## config.mk

```make
export PLATFORM = sky130hd
export DESIGN_NAME = sr_cmd_conditioner
export DESIGN_NICKNAME = d
export VERILOG_FILES = /design/src/rtl/sr_cmd_pkg.sv /design/src/rtl/sr_cmd_conditioner_sync_debounce.sv /design/src/rtl/sr_cmd_conditioner.sv
export SDC_FILE = /design/constraint.sdc
export NUM_CORES = 1
export LEC_CHECK = 0
export ABC_CLOCK_PERIOD_IN_PS = 1350
export CAP_MARGIN = 20
export CORE_MARGIN = 2
export CORE_UTILIZATION = 48
export DETAILED_ROUTE_END_ITERATION = 10
export PLACE_DENSITY = 0.74
export SETUP_SLACK_MARGIN = 0.15
export SLEW_MARGIN = 10
export SYNTH_ARGS = -nofsm -noshare
export SYNTH_HDL_FRONTEND = slang
export SYNTH_SLANG_ARGS = --single-unit
```

## constraint.sdc

```tcl
create_clock -name clk -period 1.35 [get_ports clk]
set_input_delay 0.135 -clock clk [delete_from_list [all_inputs] [get_ports clk]]
set_output_delay 0.135 -clock clk [all_outputs]
set_load 0.05 [all_outputs]
```

## src/rtl/sr_cmd_pkg.sv

```systemverilog
// sr_cmd_pkg: shared state encoding, priority constants and sizing helper for the SR command conditioner.
package sr_cmd_pkg;

    typedef enum logic [1:0] {IDLE, PULSE, HOLD} state_t;

    localparam bit PRIO_CLR = 1'b0;
    localparam bit PRIO_SET = 1'b1;

    function automatic int pulse_cnt_w(input int len);
        return (len > 1) ? $clog2(len) : 1;
    endfunction

endpackage

```

## src/rtl/sr_cmd_conditioner_sync_debounce.sv

```systemverilog
// sync_debounce: synchronises one raw asynchronous input and accepts a level change only after
// DEBOUNCE_CYCLES consecutive cycles of disagreement with the current debounced level.
module sync_debounce #(
    parameter int SYNC_STAGES     = 2,
    parameter int DEBOUNCE_CYCLES = 16
) (
    input  logic clk,
    input  logic rst_n,
    input  logic din,
    output logic level
);

    localparam int CW = $clog2(DEBOUNCE_CYCLES + 1);
    localparam logic [CW-1:0] LAST = CW'(DEBOUNCE_CYCLES - 1);

    logic [SYNC_STAGES-1:0] sync_q, sync_d;
    logic [CW-1:0]          cnt_q, cnt_d;
    logic                   level_q, level_d;
    logic                   synced;

    assign synced = sync_q[SYNC_STAGES-1];
    assign level  = level_q;

    always_comb begin
        sync_d  = {sync_q[SYNC_STAGES-2:0], din};
        level_d = (synced != level_q && cnt_q == LAST) ? synced : level_q;
        cnt_d   = (synced == level_q || cnt_q == LAST) ? '0 : cnt_q + CW'(1);
    end

    always_ff @(posedge clk or negedge rst_n) begin
        if (!rst_n) begin
            sync_q  <= '0;
            cnt_q   <= '0;
            level_q <= 1'b0;
        end else begin
            sync_q  <= sync_d;
            cnt_q   <= cnt_d;
            level_q <= level_d;
        end
    end

endmodule

```

## src/rtl/sr_cmd_conditioner.sv

```systemverilog
// sr_cmd_conditioner: turns bouncy set/clear buttons into mutually exclusive, fixed-width s/r pulses
// for a downstream SR flip-flop; simultaneous presses are arbitrated and counted.
module sr_cmd_conditioner
    import sr_cmd_pkg::*;
#(
    parameter int SYNC_STAGES     = 2,
    parameter int DEBOUNCE_CYCLES = 16,
    parameter int PULSE_LEN       = 1,
    parameter bit SET_PRIORITY    = PRIO_CLR,
    parameter int CNT_W           = 8
) (
    input  logic             clk,
    input  logic             rst_n,
    input  logic             set_btn,
    input  logic             clr_btn,
    input  logic             enable,
    output logic             s,
    output logic             r,
    output logic             busy,
    output logic [CNT_W-1:0] conflict_cnt
);

    localparam int PW = pulse_cnt_w(PULSE_LEN);

    logic             set_lvl, clr_lvl, set_evt, clr_evt, win_set;
    logic             set_prev_q, clr_prev_q;
    state_t           state_q, state_d;
    logic             s_q, s_d, r_q, r_d;
    logic [PW-1:0]    pcnt_q, pcnt_d;
    logic [CNT_W-1:0] cnt_q, cnt_d;

    sync_debounce #(.SYNC_STAGES(SYNC_STAGES), .DEBOUNCE_CYCLES(DEBOUNCE_CYCLES)) u_set (
        .clk(clk), .rst_n(rst_n), .din(set_btn), .level(set_lvl)
    );
    sync_debounce #(.SYNC_STAGES(SYNC_STAGES), .DEBOUNCE_CYCLES(DEBOUNCE_CYCLES)) u_clr (
        .clk(clk), .rst_n(rst_n), .din(clr_btn), .level(clr_lvl)
    );

    assign set_evt = set_lvl & ~set_prev_q;
    assign clr_evt = clr_lvl & ~clr_prev_q;
    assign win_set = set_evt & (~clr_evt | (SET_PRIORITY == PRIO_SET));

    // s_d and r_d are only ever loaded as complements or both cleared, so s & r stays 0.
    always_comb begin
        state_d = state_q;
        s_d     = s_q;
        r_d     = r_q;
        pcnt_d  = pcnt_q;
        cnt_d   = cnt_q;
        case (state_q)
            IDLE: if (enable && (set_evt || clr_evt)) begin
                state_d = PULSE;
                s_d     = win_set;
                r_d     = ~win_set;
                pcnt_d  = '0;
                cnt_d   = (set_evt && clr_evt && ~&cnt_q) ? cnt_q + CNT_W'(1) : cnt_q;
            end
            PULSE: if (pcnt_q == PW'(PULSE_LEN - 1)) begin
                state_d = HOLD;
                s_d     = 1'b0;
                r_d     = 1'b0;
            end else begin
                pcnt_d = pcnt_q + PW'(1);
            end
            HOLD: state_d = (!set_lvl && !clr_lvl) ? IDLE : HOLD;
            default: state_d = IDLE;
        endcase
    end

    always_ff @(posedge clk or negedge rst_n) begin
        if (!rst_n) begin
            state_q    <= IDLE;
            s_q        <= 1'b0;
            r_q        <= 1'b0;
            pcnt_q     <= '0;
            cnt_q      <= '0;
            set_prev_q <= 1'b0;
            clr_prev_q <= 1'b0;
        end else begin
            state_q    <= state_d;
            s_q        <= s_d;
            r_q        <= r_d;
            pcnt_q     <= pcnt_d;
            cnt_q      <= cnt_d;
            set_prev_q <= set_lvl;
            clr_prev_q <= clr_lvl;
        end
    end

    assign s            = s_q;
    assign r            = r_q;
    assign busy         = (state_q != IDLE);
    assign conflict_cnt = cnt_q;

endmodule
```

==> summary.txt <==
Global route
  – Total gr overflow: 0
  – Number of global-route vias before repair: 966
  – Initial antenna violation count: 0
  – GRT Resource Usage Total: 20.7%
  – First-pass GRT wire length: 4.13 mm
  – Largest net degree at the start of global routing: 31

Flow run
  – Max-cap viol count: 0

Setup path
  – CP max FO: 6
  – R2R Path End: conflict_cnt[7]
  – Critical Path RT: 1.60 ns
  – CP Launch Type: register
  – FF-to-FF path depth: 5
  – Endpoint class of the critical path: register
  – Reg2reg start: state_q[1]
  – Worst reg-to-reg setup slack: -0.12 ns
  – Crit path DAT: 1.72 ns
  – CP Class: reg -> reg

Power and ir drop
  – LEAKAGE: 0.964 nW
  – PwrDens: 783 nW/um^2
  – Worst vdd ir: 887 uV
  – Power after layout: 1.64 mW

STA
  – Final period util: 109%
  – WHS: 0.174 ns
  – Pins Over Slew Limit: 0
  – Headroom to the max-slew limit: 74.6%
  – Setup_tns: -0.688 ns
  – Least-Margin Pin Slew: 0.380 ns
  – Final Setup Violations: 10
  – RSZ-0062 raised after global routing: yes
  – Final min period: 1.47 ns
  – Fin. Hold Viols: 0
  – Fmax: 0.679 GHz
  – Setup WS post-layout: -0.122 ns
  – Clock skew: 0.00885 ns

Clocking
  – Maximum root-to-sink buffer count: 2
  – Clock tree sinks: 30
  – Hold-fix buffers at CTS: 0
  – Clock buffer count from CTS: 5
  – Root Driver: clkbuf_4
  – CTS tree: done
  – CTS H-tree lvls: 2
  – Reg clk slew, reported paths: 0.10 ns
  – Worst-skew pair later-pin latency: 0.33 ns

Die
  – I/O pin cnt: 16
  – Chip width: 54.8 um
  – # rows: 18
  – Die ar.: 3000 um^2
  – Initial core utilization: 50.4%
  – Core box area: 2450 um^2
  – Die Y: 54.8 um

Place
  – Placed Cells: 165
  – Detailed Place HPWL: 1.73 mm
  – Gpl congestion: 0.687
  – IO Port Bufs: 15

Final layout
  – Multi-input gate area: 684 um^2
  – Share of layout cells above drive strength 1: 60.9%
  – Layout Cells excl Fill: 186
  – Fillers: 123
  – Final #Nets: 165
  – Area Growth Syn to Fin: 68.9%
  – Area occupied by registers: 761 um^2
  – Post-Route Utilization: 85.1%
  – Ant. Diodes: 0

Min path
  – Min-Delay Path Class: in -> async

Route
  – # DRC: 0
  – Via-per-instance ratio: 5.16
  – DRT antenna net count: 0
  – First DRT Iteration DRCs: 3
  – Wirelength per Cell: 15.6 um
  – WL final: 2.91 mm
  – Via count of the routed design: 960
  – Total iterations of the first detailed-routing run: 4

Synth
  – #FFs+latches synth: 30
  – Synth top area share: 60.7%
  – Post-synth EDFFs: 0
  – Cells after Synth: 103
  – Syn_area_per_cell: 12.0 um^2
  – Post-synthesis net count: 113
  – Sequential element share of the synthesized area: 60.7%
  – Asr flop ratio synth: 100%
  – Post-Syn Area: 1240 um^2
  – Top post-synthesis cells by count: 30 x dfrtp_1, 15 x nor2_1, 11 x xor2_1, 6 x inv_1, 5 x ha_1
  – Cell variety after synth: 23
  – Synth Flop Type: dfrtp_1
  – Synth warnings: 0
  – Synth area leaders: dfrtp_1 61%, xor2_1 7.8%, ha_1 5.1%
  – Synth area leader: dfrtp_1
  – Cell with the most instances after synthesis: dfrtp_1

Run status
  – Failing checks: setup timing
  – Run status: finished, violations left
-- per-stage QoR --
stage	area, um^2	setup WS, ns
final	2090	-0.122
after global routing	2090	-0.223
after CTS	1950	-0.0586
after detailed placement	1750	-0.302
after global placement	1750	-0.251
after floorplan	1330	-0.101
-- power breakdown --
group | total (mW) | switching, mW | internal [mW] | leakage [nW]
Sequential | 0.935 | 0.0154 | 0.919 | 0.391
Clock | 0.562 | 0.312 | 0.250 | 0.0343
Combinational | 0.138 | 0.0698 | 0.0686 | 0.538
Total | 1.64 | 0.398 | 1.24 | 0.964
-- worst max path at each step --
| stage | depth (start not counted) | endpoint | from |
|---|---|---|---|
| 5_1_grt | 4 | conflict_cnt[5] | state_q[1] |
| 4_1_cts | 4 | conflict_cnt[7] | state_q[1] |
| 3_3_place_gp | 5 | conflict_cnt[7] | enable |
| 3_5_place_dp | 5 | conflict_cnt[7] | enable |
| 6_report | 5 | conflict_cnt[7] | state_q[1] |
| 2_1_floorplan | 5 | conflict_cnt[1] | conflict_cnt[0] |
-- registers in the layout, summed over array words and instances (netlist names) --
register / flops
s: 1
u_clr.level: 1
state_q: 2
u_set.cnt_q: 5
u_set.sync_q: 2
clr_prev_q: 1
conflict_cnt: 8
u_clr.sync_q: 2
u_clr.cnt_q: 5
u_set.level: 1
r: 1
set_prev_q: 1
-- kinds of logic (layout without fill, tap and decap cells) --
| kind of cell | Yosys count | after routing | share of synthesized area [%] |
|---|---|---|---|
| flip-flops | 30 | 30 | 60.7 |
| AND/OR/NAND/NOR | 39 | 39 | 16.9 |
| AO/OA/AOI/OAI | 7 | 7 | 3.54 |
| XOR/XNOR | 13 | 13 | 9.21 |
| multiplexers | 3 | 3 | 2.73 |
| buffers and inverters | 6 | 59 | 1.82 |
| adder cells (fa/ha/maj) | 5 | 5 | 5.06 |
-- worst max-delay path: stages (launching register included) --
cell	delay (ns)
dfrtp_1	0.42
nor3b_4	0.28
nand3_4	0.18
buf_4	0.18
nor4_4	0.14
xor2_1	0.18
-- repair_timing --
item | in CTS | in global routing
setup buffers | 6 | 7
endpoints found under the setup margin | 22 | 29
gates resized for setup | 23 | 20
pin swaps | 12 | 6
-- cells in the final DEF, fill, tap and decap left out, types with 3 or more instances in the layout --
cell type	instances
nand2b_4	3
nand3_1	3
dfrtp_1	22
inv_1	4
xor2_1	11
buf_12	11
ha_4	3
buf_6	9
clkdlybuf4s50_1	4
dfrtp_2	8
nor2_2	7
mux2_4	3
nor2_4	6
clkbuf_4	5
buf_4	21
-- layout make-up --
type | instances | share of cell area [%]
clock buffer | 6 | 2.46
tap | 30 | 1.80
sequential | 30 | 36.4
multi-input combinational | 67 | 32.8
inverter | 6 | 1.08
timing repair buffer | 45 | 24.9
clock inverter | 2 | 0.599
-- metal layers --
metal / wire length (um) / GRT usage, % / vias up
li1: - / - / 448
met1: 1110 / 23.0 / 483
met2: 1590 / 35.3 / 20
met3: 137 / 6.56 / 9
met4: 70 / 10.4 / 0
met5: 0 / 0 / -
Power figures use the tool's default switching activity.
